`config.mk`:
```
export PLATFORM = sky130hd
export DESIGN_NAME = control_unit
export DESIGN_NICKNAME = d
export VERILOG_FILES = /design/src/rtl/control_pkg.sv /design/src/rtl/control_unit_decode.sv /design/src/rtl/control_unit.sv
export SDC_FILE = /design/constraint.sdc
export NUM_CORES = 1
export LEC_CHECK = 0
export CAP_MARGIN = 5
export CORE_MARGIN = 1
export CORE_UTILIZATION = 27
export CTS_CLUSTER_DIAMETER = 80
export DETAILED_ROUTE_END_ITERATION = 10
export PLACE_DENSITY = 0.58
export SYNTH_ARGS = -nofsm -noshare
export SYNTH_HDL_FRONTEND = slang
export SYNTH_HIERARCHICAL = 1
export SYNTH_SLANG_ARGS = --single-unit
```
`constraint.sdc`:
```
create_clock -name Clock -period 3 [get_ports Clock]
set_clock_uncertainty 0.05 [all_clocks]
set_input_delay 0.45 -clock Clock [delete_from_list [all_inputs] [get_ports Clock]]
set_output_delay 0.45 -clock Clock [all_outputs]
set_load 0.02 [all_outputs]
```
`src/rtl/control_pkg.sv`:
```
// Shared definitions for the Mini SRC control sequencer: opcodes, step states,
// ALU strobe indices, the strobe bundle and per-opcode decode helpers.
package control_pkg;

  localparam int ST_W = 4;
  localparam int OP_W = 5;

  typedef enum logic [ST_W-1:0] {
    T0   = 4'd0,
    T1   = 4'd1,
    T2   = 4'd2,
    T3   = 4'd3,
    T4   = 4'd4,
    T5   = 4'd5,
    T6   = 4'd6,
    T7   = 4'd7,
    HALT = 4'd8
  } state_t;

  localparam logic [OP_W-1:0] OP_LD   = 5'd0;
  localparam logic [OP_W-1:0] OP_LDI  = 5'd1;
  localparam logic [OP_W-1:0] OP_ST   = 5'd2;
  localparam logic [OP_W-1:0] OP_ADD  = 5'd3;
  localparam logic [OP_W-1:0] OP_SUB  = 5'd4;
  localparam logic [OP_W-1:0] OP_AND  = 5'd5;
  localparam logic [OP_W-1:0] OP_OR   = 5'd6;
  localparam logic [OP_W-1:0] OP_ROR  = 5'd7;
  localparam logic [OP_W-1:0] OP_ROL  = 5'd8;
  localparam logic [OP_W-1:0] OP_SHR  = 5'd9;
  localparam logic [OP_W-1:0] OP_SHRA = 5'd10;
  localparam logic [OP_W-1:0] OP_SHL  = 5'd11;
  localparam logic [OP_W-1:0] OP_ADDI = 5'd12;
  localparam logic [OP_W-1:0] OP_ANDI = 5'd13;
  localparam logic [OP_W-1:0] OP_ORI  = 5'd14;
  localparam logic [OP_W-1:0] OP_MUL  = 5'd15;
  localparam logic [OP_W-1:0] OP_DIV  = 5'd16;
  localparam logic [OP_W-1:0] OP_NEG  = 5'd17;
  localparam logic [OP_W-1:0] OP_NOT  = 5'd18;
  localparam logic [OP_W-1:0] OP_BR   = 5'd19;
  localparam logic [OP_W-1:0] OP_JR   = 5'd20;
  localparam logic [OP_W-1:0] OP_JAL  = 5'd21;
  localparam logic [OP_W-1:0] OP_IN   = 5'd22;
  localparam logic [OP_W-1:0] OP_OUT  = 5'd23;
  localparam logic [OP_W-1:0] OP_MFHI = 5'd24;
  localparam logic [OP_W-1:0] OP_MFLO = 5'd25;
  localparam logic [OP_W-1:0] OP_NOP  = 5'd26;
  localparam logic [OP_W-1:0] OP_HALT = 5'd27;

  localparam int ALU_AND  = 0;
  localparam int ALU_OR   = 1;
  localparam int ALU_ADD  = 2;
  localparam int ALU_SUB  = 3;
  localparam int ALU_MUL  = 4;
  localparam int ALU_DIV  = 5;
  localparam int ALU_SHR  = 6;
  localparam int ALU_SHRA = 7;
  localparam int ALU_SHL  = 8;
  localparam int ALU_ROR  = 9;
  localparam int ALU_ROL  = 10;
  localparam int ALU_NEG  = 11;
  localparam int ALU_NOT  = 12;
  localparam int ALU_N    = 13;

  typedef struct packed {
    logic pc_out, zlow_out, zhigh_out, mdr_out, hi_out, lo_out, inport_out, c_out, ba_out;
    logic pc_in, mar_in, mdr_in, ir_in, y_in, z_in, hi_in, lo_in, con_in, outport_in, inc_pc;
    logic read, write;
    logic gra, grb, grc, r_in, r_out;
    logic [ALU_N-1:0] alu;
  } strobes_t;

  // Final execute step of each opcode; 2 means the instruction ends after fetch.
  function automatic logic [2:0] last_step(input logic [OP_W-1:0] op);
    logic [2:0] s;
    s = 3'd2;
    if (op == OP_LD || op == OP_ST)           s = 3'd7;
    else if (op == OP_LDI)                    s = 3'd5;
    else if (op >= OP_ADD && op <= OP_ORI)    s = 3'd5;
    else if (op == OP_MUL || op == OP_DIV)    s = 3'd6;
    else if (op == OP_NEG || op == OP_NOT)    s = 3'd4;
    else if (op == OP_BR)                     s = 3'd6;
    else if (op == OP_JAL)                    s = 3'd4;
    else if (op >= OP_JR && op <= OP_MFLO)    s = 3'd3;
    return s;
  endfunction

  function automatic logic [ALU_N-1:0] alu_onehot(input logic [OP_W-1:0] op);
    logic [ALU_N-1:0] v;
    v = '0;
    case (op)
      OP_ADD, OP_ADDI: v[ALU_ADD]  = 1'b1;
      OP_SUB:          v[ALU_SUB]  = 1'b1;
      OP_AND, OP_ANDI: v[ALU_AND]  = 1'b1;
      OP_OR, OP_ORI:   v[ALU_OR]   = 1'b1;
      OP_ROR:          v[ALU_ROR]  = 1'b1;
      OP_ROL:          v[ALU_ROL]  = 1'b1;
      OP_SHR:          v[ALU_SHR]  = 1'b1;
      OP_SHRA:         v[ALU_SHRA] = 1'b1;
      OP_SHL:          v[ALU_SHL]  = 1'b1;
      OP_MUL:          v[ALU_MUL]  = 1'b1;
      OP_DIV:          v[ALU_DIV]  = 1'b1;
      OP_NEG:          v[ALU_NEG]  = 1'b1;
      OP_NOT:          v[ALU_NOT]  = 1'b1;
      default:         v = '0;
    endcase
    return v;
  endfunction

endpackage

```
`src/rtl/control_unit_decode.sv`:
```
// Combinational strobe decoder: (step, opcode, CON_FF) -> DataPath control bundle.
module control_unit_decode
  import control_pkg::*;
(
  input  state_t          state,
  input  logic [OP_W-1:0] opcode,
  input  logic            con_ff,
  output strobes_t        strobes
);

  logic is_ld, is_ldi, is_st, is_rtype, is_imm, is_muldiv, is_unary;
  logic [ALU_N-1:0] op_alu;

  assign is_ld     = (opcode == OP_LD);
  assign is_ldi    = (opcode == OP_LDI);
  assign is_st     = (opcode == OP_ST);
  assign is_rtype  = (opcode >= OP_ADD) && (opcode <= OP_SHL);
  assign is_imm    = (opcode >= OP_ADDI) && (opcode <= OP_ORI);
  assign is_muldiv = (opcode == OP_MUL) || (opcode == OP_DIV);
  assign is_unary  = (opcode == OP_NEG) || (opcode == OP_NOT);
  assign op_alu    = alu_onehot(opcode);

  always_comb begin
    strobes = '0;
    case (state)
      T0: begin
        strobes.pc_out = 1'b1; strobes.mar_in = 1'b1; strobes.inc_pc = 1'b1; strobes.z_in = 1'b1;
      end
      T1: begin
        strobes.zlow_out = 1'b1; strobes.pc_in = 1'b1; strobes.read = 1'b1; strobes.mdr_in = 1'b1;
      end
      T2: begin
        strobes.mdr_out = 1'b1; strobes.ir_in = 1'b1;
      end
      T3: begin
        if (is_ld || is_ldi || is_st) begin
          strobes.grb = 1'b1; strobes.ba_out = 1'b1; strobes.y_in = 1'b1;
        end else if (is_rtype || is_imm) begin
          strobes.grb = 1'b1; strobes.r_out = 1'b1; strobes.y_in = 1'b1;
        end else if (is_muldiv) begin
          strobes.gra = 1'b1; strobes.r_out = 1'b1; strobes.y_in = 1'b1;
        end else if (is_unary) begin
          strobes.grb = 1'b1; strobes.r_out = 1'b1; strobes.alu = op_alu; strobes.z_in = 1'b1;
        end else if (opcode == OP_BR) begin
          strobes.gra = 1'b1; strobes.r_out = 1'b1; strobes.con_in = 1'b1;
        end else if (opcode == OP_JR) begin
          strobes.gra = 1'b1; strobes.r_out = 1'b1; strobes.pc_in = 1'b1;
        end else if (opcode == OP_JAL) begin
          strobes.pc_out = 1'b1; strobes.grb = 1'b1; strobes.r_in = 1'b1;
        end else if (opcode == OP_IN) begin
          strobes.inport_out = 1'b1; strobes.gra = 1'b1; strobes.r_in = 1'b1;
        end else if (opcode == OP_OUT) begin
          strobes.gra = 1'b1; strobes.r_out = 1'b1; strobes.outport_in = 1'b1;
        end else if (opcode == OP_MFHI) begin
          strobes.hi_out = 1'b1; strobes.gra = 1'b1; strobes.r_in = 1'b1;
        end else if (opcode == OP_MFLO) begin
          strobes.lo_out = 1'b1; strobes.gra = 1'b1; strobes.r_in = 1'b1;
        end
      end
      T4: begin
        if (is_ld || is_ldi || is_st) begin
          strobes.c_out = 1'b1; strobes.alu[ALU_ADD] = 1'b1; strobes.z_in = 1'b1;
        end else if (is_rtype) begin
          strobes.grc = 1'b1; strobes.r_out = 1'b1; strobes.alu = op_alu; strobes.z_in = 1'b1;
        end else if (is_imm) begin
          strobes.c_out = 1'b1; strobes.alu = op_alu; strobes.z_in = 1'b1;
        end else if (is_muldiv) begin
          strobes.grb = 1'b1; strobes.r_out = 1'b1; strobes.alu = op_alu; strobes.z_in = 1'b1;
        end else if (is_unary) begin
          strobes.zlow_out = 1'b1; strobes.gra = 1'b1; strobes.r_in = 1'b1;
        end else if (opcode == OP_BR) begin
          strobes.pc_out = 1'b1; strobes.y_in = 1'b1;
        end else if (opcode == OP_JAL) begin
          strobes.gra = 1'b1; strobes.r_out = 1'b1; strobes.pc_in = 1'b1;
        end
      end
      T5: begin
        if (is_ld || is_st) begin
          strobes.zlow_out = 1'b1; strobes.mar_in = 1'b1;
        end else if (is_ldi || is_rtype || is_imm) begin
          strobes.zlow_out = 1'b1; strobes.gra = 1'b1; strobes.r_in = 1'b1;
        end else if (is_muldiv) begin
          strobes.zlow_out = 1'b1; strobes.lo_in = 1'b1;
        end else if (opcode == OP_BR) begin
          strobes.c_out = 1'b1; strobes.alu[ALU_ADD] = 1'b1; strobes.z_in = 1'b1;
        end
      end
      T6: begin
        if (is_ld) begin
          strobes.read = 1'b1; strobes.mdr_in = 1'b1;
        end else if (is_st) begin
          strobes.gra = 1'b1; strobes.r_out = 1'b1; strobes.mdr_in = 1'b1;
        end else if (is_muldiv) begin
          strobes.zhigh_out = 1'b1; strobes.hi_in = 1'b1;
        end else if (opcode == OP_BR && con_ff) begin
          strobes.zlow_out = 1'b1; strobes.pc_in = 1'b1;
        end
      end
      T7: begin
        if (is_ld) begin
          strobes.mdr_out = 1'b1; strobes.gra = 1'b1; strobes.r_in = 1'b1;
        end else if (is_st) begin
          strobes.write = 1'b1;
        end
      end
      default: strobes = '0;
    endcase
  end

endmodule

```
`src/rtl/control_unit.sv`:
```
// Mini SRC hardwired control sequencer: step register, instruction sequencing,
// Stop/halt handling and the DataPath strobe outputs.
module control_unit
  import control_pkg::*;
(
  input  logic        Clock,
  input  logic        Clear_n,
  input  logic [31:0] IR,
  input  logic        CON_FF,
  input  logic        Stop,
  output logic        Run,
  output logic        PCout, Zlowout, Zhighout, MDRout, HIout, LOout, InPortout, Cout, BAout,
  output logic        PCin, MARin, MDRin, IRin, Yin, Zin, HIin, LOin, CONin, OutPortin, IncPC,
  output logic        Read, Write,
  output logic        Gra, Grb, Grc, Rin, Rout,
  output logic        AND, OR, ADD, SUB, MUL, DIV, SHR, SHRA, SHL, ROR, ROL, NEG, NOT
);

  state_t          state_reg, state_next;
  logic [OP_W-1:0] opcode;
  logic [2:0]      step_last;
  logic            end_instr;
  strobes_t        strobes_raw, strobes;
  logic            unused_ir_bits;

  assign opcode         = IR[31:27];
  assign unused_ir_bits = ^IR[26:0];
  assign step_last      = last_step(opcode);

  always_ff @(posedge Clock or negedge Clear_n) begin
    if (!Clear_n) state_reg <= T0;
    else          state_reg <= state_next;
  end

  always_comb begin
    state_next = state_reg;
    end_instr  = 1'b0;
    case (state_reg)
      T0: state_next = T1;
      T1: state_next = T2;
      T2: begin
        if (opcode == OP_HALT)      state_next = HALT;
        else if (step_last == 3'd2) end_instr  = 1'b1;
        else                        state_next = T3;
      end
      T3, T4, T5, T6, T7: begin
        if (state_reg == T7 || state_reg[2:0] == step_last) end_instr = 1'b1;
        else state_next = state_t'(state_reg + ST_W'(1));
      end
      HALT:    state_next = HALT;
      default: state_next = T0;
    endcase
    // Stop only ever redirects the entry into T0, so instructions never truncate.
    if (end_instr) state_next = Stop ? HALT : T0;
  end

  control_unit_decode u_decode (
    .state   (state_reg),
    .opcode  (opcode),
    .con_ff  (CON_FF),
    .strobes (strobes_raw)
  );

  // Reset holds the step at T0, so fetch strobes must be suppressed while Clear_n is low.
  assign strobes = Clear_n ? strobes_raw : '0;
  assign Run     = (state_reg != HALT);

  assign PCout = strobes.pc_out;   assign Zlowout   = strobes.zlow_out;   assign Zhighout = strobes.zhigh_out;
  assign MDRout = strobes.mdr_out; assign HIout     = strobes.hi_out;     assign LOout    = strobes.lo_out;
  assign InPortout = strobes.inport_out; assign Cout = strobes.c_out;     assign BAout    = strobes.ba_out;
  assign PCin = strobes.pc_in;     assign MARin     = strobes.mar_in;     assign MDRin    = strobes.mdr_in;
  assign IRin = strobes.ir_in;     assign Yin       = strobes.y_in;       assign Zin      = strobes.z_in;
  assign HIin = strobes.hi_in;     assign LOin      = strobes.lo_in;      assign CONin    = strobes.con_in;
  assign OutPortin = strobes.outport_in; assign IncPC = strobes.inc_pc;
  assign Read = strobes.read;      assign Write     = strobes.write;
  assign Gra = strobes.gra;        assign Grb       = strobes.grb;        assign Grc      = strobes.grc;
  assign Rin = strobes.r_in;       assign Rout      = strobes.r_out;
  assign AND = strobes.alu[ALU_AND];   assign OR   = strobes.alu[ALU_OR];   assign ADD = strobes.alu[ALU_ADD];
  assign SUB = strobes.alu[ALU_SUB];   assign MUL  = strobes.alu[ALU_MUL];  assign DIV = strobes.alu[ALU_DIV];
  assign SHR = strobes.alu[ALU_SHR];   assign SHRA = strobes.alu[ALU_SHRA]; assign SHL = strobes.alu[ALU_SHL];
  assign ROR = strobes.alu[ALU_ROR];   assign ROL  = strobes.alu[ALU_ROL];  assign NEG = strobes.alu[ALU_NEG];
  assign NOT = strobes.alu[ALU_NOT];

endmodule
```
==> out/results.txt, run 1 <==
The count of cells in the finished layout, fillers not included, comes to 386. At the pin with the least slew margin, the transition time is 0.471 ns. The portion of synthesized cell area occupied by the leading cell type came out at 0.169. The run gives 0.095 as the portion of total power attributed to sequential cells.

The worst path in the final design needs a cycle of 2.91 ns, including I/O delays and setup. The proportion of synthesized flip-flops having asynchronous set or reset is 1.00. Most used flip-flop cell after synthesis: dfrtp_1. Port buffering added 49 buffers.

After the last flow step, the layout net total stands at 356. Setup violations remaining at the end of the flow were counted as 0. Worst-case headroom to the max-slew limit: 0.683. The worst setup path is captured at an output port. For the relative contribution of combinational cells to total power, the log shows 0.807. The worst register-to-register path begins at state_reg[1].

For the net switching power, the log shows 0.567 mW. The run gives 0.444 as the final cell utilization of the core. The min-delay analysis places its worst path in the category primary input to async pin. The run gives 4 as the clock sink total.

The clock power share was 0.098. The share of post-route cells with drive strength above 1 came out at 0.226. In the layout the commonest cells are buf_4, and2_1, nor2_1. The global-route wire length before repair was 8760 um; the reg-to-reg setup timing slack was 0.70 ns. The number of maximum-capacitance constraint violations was 0; the synthesized netlist net count was 276. In the routed design, unresolved DRC markers number 0. Using the TritonRoute via totals, the vias-per-cell ratio works out to 5.14. The number of gates resized after cts is 44, and the I/O pin count is 77. The global route total overflow is 0, and the clock network latency to the later pin of the worst-skew pair is 0.21 ns. Data on the critical path arrives at its endpoint at 2.41 ns. Buffers inserted during clock tree synthesis total 3.

Number of synthesized flops with an enable pin: 0. By area the synthesized netlist is led by and2_1, dfrtp_1, nor2_1. Static timing analysis puts the maximum clock frequency at 344 MHz. The worst setup path is launched from a primary input.

TritonCTS built the clock tree. Setup repair after global routing could not meet its margin everywhere. Counting the fill cells in the layout gives 597. The count of hold-fix buffers inserted at cts came out at 0. Standby leakage power: 1.18 nW.

Routability-driven placement finished with a final weighted congestion of 0.872. The number of buffers inserted by post-CTS setup repair was 0; the peak supply drop was 357 uV. The fraction of power spent switching nets was 0.500. In this run the remaining antenna-violating nets after routing total 0.

Of all nets on the critical path, the largest fanout is 20. Summed over all failing endpoints, the final setup total negative slack is 0 ns. The logs give 2.50 ns for the data required time of the worst path and 0.280 for the initial cell density of the core.

The total length of routed wires is 5270 um, and the number of search-and-repair iterations in the first detailed-routing pass is 5. The final count of pins violating max slew is 0, and the per-cell routed wire length is 13.6 um. The die covers 6060 sq um. The final-report hold violation count was 0. The tree is rooted in a clkbuf_8.

The area inside the core boundary is 5540 sq um, and the internal power component is 0.566 mW. The run gives 1985 as the total number of vias. The mapped cell area was 1550 sq um. Dividing total power by cell area gives a power density of 460 nW/um^2.

The tools report the number of cells produced by synthesis as 236. The final critical-path share of the clock period is 0.969. The largest total area in the synthesized netlist belongs to and2_1. The run gives 0.0645 as the share of the yosys chip area belonging to registers. Relative to the synthesized area, the layout overhead comes to 58.5%. The number of antenna violations at the first check in global routing is 0, and the number of cells on the worst reg-to-reg path is 8. Number of levels the H-tree was split into: 1.

The pin count of the biggest net entering global routing is 45, and the placed wire-length estimate is 4220 um. The critical path start-end classification is primary input to output port. The library cell used most frequently in the layout, excluding fill and tap cells, is buf_4. For this run, the number of Yosys warnings is 6.

The tools report the number of distinct library cells after synthesis as 59. In this run the deepest clock path goes through 2 buffers. The logs give 383 for the number of placed instances, taps included and 0.177 for the combined global-route utilization of all metal layers.

0 antenna diodes ended up in the layout. In this run the critical register-to-register path is captured at state_reg[3]. The via count of the first global-routing pass is 1892. The synthesized design contains 4 register bits. Clock-pin slew was measured on the worst setup and hold paths at 0.03 ns. The row count is 27, and the number of flip-flops in the largest register is 4. The die width is 77.8 um. The floorplan step set the die height to 77.8 um.

The average cell area after synthesis works out to 6.58 sq um. The flow ran to the end, and the final reports show no timing, DRC or antenna violations. The first routing iteration left 116 violations.
==> final cells by class <==
cell class / instances / area [sq um] / area share
multi-input cells: 204 / 1350 / 0.549
repair buffers: 95 / 850 / 0.345
flip-flops and latches: 4 / 100 / 0.0407
well taps: 72 / 90.1 / 0.0366
clock buffers: 3 / 41.3 / 0.0168
inverters: 8 / 30.0 / 0.0122
==> metal layers <==
layer | global-route usage | vias to the layer above | share of wire
met1 | 0.224 | 922 | 0.47
met4 | 0.0472 | 0 | 0.010
met3 | 0.00824 | 4 | 0.025
li1 | - | 1020 | -
met5 | 0 | - | 0
met2 | 0.322 | 39 | 0.50
==> synth_stat cells, types with 5 or more instances <==
| cell type | instances |
|---|---|
| a21oi_1 | 14 |
| nand3_1 | 7 |
| and2_1 | 42 |
| nand2_1 | 13 |
| nor2_1 | 26 |
| o21ai_0 | 9 |
| nand2b_1 | 7 |
| nor2b_1 | 5 |
| nor3_1 | 9 |
| clkbuf_1 | 14 |
| nor4_1 | 5 |
| inv_1 | 8 |
==> how the worst max path moves through the flow <==
stage / endpoint / slack, ns / cells past startpoint / start
after detailed placement: SHR / -0.34 / 7 / IR[31]
final: Rout / 0.09 / 8 / IR[29]
after global routing: Rout / -0.03 / 8 / IR[30]
after floorplan: SHRA / 0.55 / 6 / state_reg[1]
after global placement: SHR / -0.36 / 7 / IR[31]
after CTS: DIV / 0.00001 / 7 / IR[30]
==> power groups by stage <==
stage	clock network (mW)	registers (mW)	logic, mW
after floorplan	0	0.112	0.590
after global placement	0	0.101	0.924
after detailed placement	0	0.104	0.933
after CTS	0.116	0.105	0.912
after global routing	0.121	0.109	1.01
final	0.111	0.107	0.915
==> logic make-up (layout without fill, tap and decap cells) <==
group	after synthesis	after routing	synth area share
compound gates	54	54	0.259
xor+xnor	1	1	0.00564
fa+ha+maj	4	4	0.0322
buf+inv	28	106	0.0806
flops	4	4	0.0645
mux	1	1	0.00967
simple gates	144	144	0.548
==> worst max-delay path: stages <==
cell,delay [ns]
clkdlybuf4s50_1,0.52
buf_6,0.21
nand2b_2,0.22
a21oi_1,0.09
a211oi_1,0.25
o221ai_1,0.17
and2_1,0.18
dlygate4sd2_1,0.31
==> through the flow <==
stage | hold slack, ns | worst slack [ns] | instance area [sq um] | power [mW]
floorplan | 0.104 | 0.548 | 1550 | 0.702
global placement | 0.725 | -0.357 | 2380 | 1.03
detailed placement | 0.741 | -0.343 | 2380 | 1.04
CTS | 0.555 | 0.0000120 | 2430 | 1.13
global route | 0.589 | -0.0305 | 2460 | 1.24
finish | 0.540 | 0.0929 | 2460 | 1.13
No activity file was read; power rests on OpenSTA's default activity.
==> run 2: changes to the inputs <==
--- a/config.mk
+++ b/config.mk
@@ -10,8 +10,7 @@
 export CORE_UTILIZATION = 27
 export CTS_CLUSTER_DIAMETER = 80
 export DETAILED_ROUTE_END_ITERATION = 10
-export PLACE_DENSITY = 0.58
+export PLACE_DENSITY = 0.6
 export SYNTH_ARGS = -nofsm -noshare
 export SYNTH_HDL_FRONTEND = slang
-export SYNTH_HIERARCHICAL = 1
 export SYNTH_SLANG_ARGS = --single-unit
==> run 2 against run 1 <==
Hold slack worse by 0.0064 ns. Final cell count is 1.8% lower. Non-clock buffer count up 7. Combinational power shrank 14%. Sequential share of layout area rose by 0.35 points. Synthesized cell count shrank 3.0%. Area after synthesis shrank 12%. Global-route usage increased by 3.1 points. Largest power group unchanged.
==> out/results.txt, run 2 <==
The area added between synthesis and finish is 66.9% (was 58.5%). The tools report the DRC violation count after routing as 0 (unchanged). The final critical-path share of the clock period came out at 0.971 (was 0.969). The leading cell type in the layout, fill and taps excluded was buf_4 (unchanged).

The synthesized netlist net count was 269 (was 276). The clock transition at the register clock pins on the worst setup and hold paths after CTS was 0.03 ns (about the same); the total non-filler cell area in the finished layout was 2270 sq um (was 2460 sq um). The final estimated routing congestion in global placement was 0.898 (was 0.872); the number of synthesized flops with an enable pin was 0 (unchanged). The run gives 25 (was 27) as the row count. Commonest cells in the synthesized netlist: nand2_1, nor2_1, o21ai_0 (was and2_1, nor2_1, a21oi_1, clkbuf_1, nand2_1). The run finished with clean final reports.

The area of the multi-input gates was 1150 sq um (was 1350 sq um); the number of levels the H-tree was split into was 1 (unchanged). The largest incremental delay on the critical path works out to 0.48 ns (was 0.52 ns). The mapped cell area is 1360 sq um (was 1550 sq um), and the global-route wire length before repair is 8680 um (was 8760 um). Most used standard cell by instance count after synthesis: nand2_1 (was and2_1).

The tools report the maximum root-to-sink buffer count as 2 (unchanged). The logs give 0.0883 ns (was 0.0929 ns) for the worst-case setup margin in the final layout and 354 (was 356) for the layout net count. The pin slew with the least headroom to its limit came out at 0.534 ns (was 0.471 ns). The number of cells produced by synthesis was 229 (was 236); the data required time of the worst path was 2.50 ns (about the same). The critical path start-end classification is primary input to output port (unchanged). The clock root buffer was clkbuf_8 (unchanged). The total power after layout was 1.02 mW (was 1.13 mW); the total length of routed wires was 5370 um (was 5270 um). The final cell utilization of the core is 0.474 (was 0.444). Number of distinct library cells after synthesis: 47 (was 59). Leading cell types in the layout, fill and taps excluded: buf_4, nand2_1, nor2_1 (was buf_4, and2_1, nor2_1). The tools report the global route total overflow as 0 (unchanged). Synthesis warning total: 0 (was 6). The area enclosed by the die boundary is 5320 sq um (was 6060 sq um). The share of the yosys chip area belonging to registers came out at 0.0737 (was 0.0645). The tools report the reg-to-reg setup timing slack as 0.70 ns (about the same). The proportion of synthesized flip-flops having asynchronous set or reset works out to 1.00 (unchanged). The initial cell density of the core is 0.284 (was 0.280), and the standby leakage power is 1.13 nW (was 1.18 nW). The total CTS buffers was 3 (unchanged). The tools report the placed wire-length estimate as 4290 um (was 4220 um).

The clock network latency to the later pin of the worst-skew pair came out at 0.21 ns (about the same). The area after detailed placement came out at 2220 sq um (was 2380 sq um). The die width is 72.9 um (was 77.8 um), and the portion of synthesized cell area occupied by the leading cell type is 0.0829 (was 0.169).

The most used flip-flop cell after synthesis was dfrtp_1 (unchanged). For the number of inserted filler cells in the final layout, the log shows 535 (was 597). For the number of antenna violations at the first check in global routing, the log shows 0 (unchanged).

Area contributors post-synth: nand2_1, nor2_1, dfrtp_1 (was and2_1, dfrtp_1, nor2_1). Class of the worst hold path: primary input to async pin (unchanged). The number of diodes came out at 0 (unchanged).

The largest area contributor in the synthesized netlist was nand2_1 (was and2_1). The number of flip-flops and latches in the synthesized netlist works out to 4 (unchanged). The peak supply drop was 329 uV (was 357 uV); the count of hold-fix buffers inserted at cts was 0 (unchanged). The cell type of the slowest stage on the worst timing path is clkdlybuf4s50_1 (unchanged). Combined global-route utilization of all metal layers: 0.207 (was 0.177). The die height is 72.9 um (was 77.8 um). Setup repair after global routing left no endpoint under its margin. For the clock sink total, the log shows 4 (unchanged).

The final count of pins violating max slew is 0 (unchanged), and the share of post-route cells with drive strength above 1 is 0.215 (was 0.226). The area inside the core boundary is 4790 sq um (was 5540 sq um), and the per-cell routed wire length is 14.2 um (was 13.6 um). The arrival time at the worst endpoint was 2.41 ns (about the same); the via density per instance was 5.19 (was 5.14).

For the total number of vias, the log shows 1967 (was 1985). The average cell area after synthesis was 5.93 sq um (was 6.58 sq um). The count of port buffers added during placement was 49 (unchanged); the pin count of the biggest net entering global routing was 19 (was 45).

The worst slack at placement came out at -0.309 ns (was -0.343 ns). The tools report the via count of the first global-routing pass as 1782 (was 1892). Cell Chain, Critical Path: clkdlybuf4s50_1, or2_2, buf_4, a2bb2oi_1, o22ai_1, nand2_1, a32oi_1, dlygate4sd2_1 (was clkdlybuf4s50_1, buf_6, nand2b_2, a21oi_1, a211oi_1, o221ai_1, and2_1, dlygate4sd2_1). The top achievable clock speed is 343 MHz (was 344 MHz), and the minimum clock period is 2.91 ns (about the same).

The tools report the kind of end point of the critical path as an output port (unchanged). The logs give 0.643 (was 0.683) for the worst-case headroom to the max-slew limit and 4 (was 5) for the number of search-and-repair iterations in the first detailed-routing pass. TritonCTS built the clock tree.

The tools report the final count of negative-setup-slack endpoints as 0 (unchanged). For the area occupied by registers, the log shows 100 sq um (unchanged). The type of origin of the critical path was a primary input (unchanged). The highest fanout seen on the critical path was 5 (was 20).

The number of flip-flops in the largest register is 4 (unchanged). The tools report the number of nets with antenna violations after routing as 0 (unchanged). The power density of the placed cells is 449 nW/um^2 (was 460 nW/um^2). Final-report hold violation count: 0 (unchanged).

The I/O pin count is 77 (unchanged). The number of maximum-capacitance constraint violations is 0 (unchanged), and the initial detailed-routing violation count is 137 (was 116).
## run 2: timing repair
item	CTS	global route
resized for setup	30	16
pin swaps	1	1
buffers inserted	0	1
endpoints found under the setup margin	28	17
## run 2: path summary, 6_finish.rpt
| check | to | depth (start not counted) | startpoint |
|---|---|---|---|
| setup / recovery | Rout | 8 | IR[28] |
| hold / removal | state_reg[3] | 2 | Clear_n |
| setup reg to reg | state_reg[3] | 7 | state_reg[0] |
| hold reg to reg | state_reg[0] | 2 | state_reg[0] |
| max in group asynchronous | state_reg[2] | 2 | Clear_n |
| min in group Clock | state_reg[0] | 2 | state_reg[0] |
## run 2: logic make-up after synthesis
group / after synthesis / synth area share
and+or+nand+nor: 127 / 0.474
AOI/OAI and AO/OA: 64 / 0.299
buffers and inverters: 27 / 0.0958
adders and majority gates: 4 / 0.0368
DFF: 4 / 0.0737
xor gates and xnor gates: 2 / 0.0129
muxes: 1 / 0.00737
## run 2: report_power, final
part           internal [mW]  switching (mW)  total (mW)  leakage (nW)
clock network         0.0852          0.0241       0.109        0.0216
registers             0.0794          0.0443       0.124        0.0514
logic                  0.337           0.447       0.784          1.06
## run 2: stage by stage
step,TNS [ns],hold slack (ns),instances
after floorplan,0,0.104,229
after global placement,-3.91,0.696,375
after detailed placement,-4.55,0.701,375
after CTS,0,0.529,378
after global routing,0,0.543,379
final,0,0.533,379
## run 2: cell type report
type | count | area share
repair buffers | 102 | 0.386
clock buffers | 3 | 0.0182
well taps | 67 | 0.0370
multi-input cells | 198 | 0.507
flip-flops and latches | 4 | 0.0441
inverters | 5 | 0.00827
## run 2: worst max-delay path: cells and delay by family
kind	cells	cell delay, ns
AO/OA/AOI/OAI	3	0.55
buffers and inverters	3	1.00
AND/OR/NAND/NOR	2	0.40
## run 2: routing by layer
metal  share of wire  GRT usage
met1            0.48      0.298
met3           0.051     0.0166
met2            0.47      0.346
met4               0     0.0261
met5               0          0
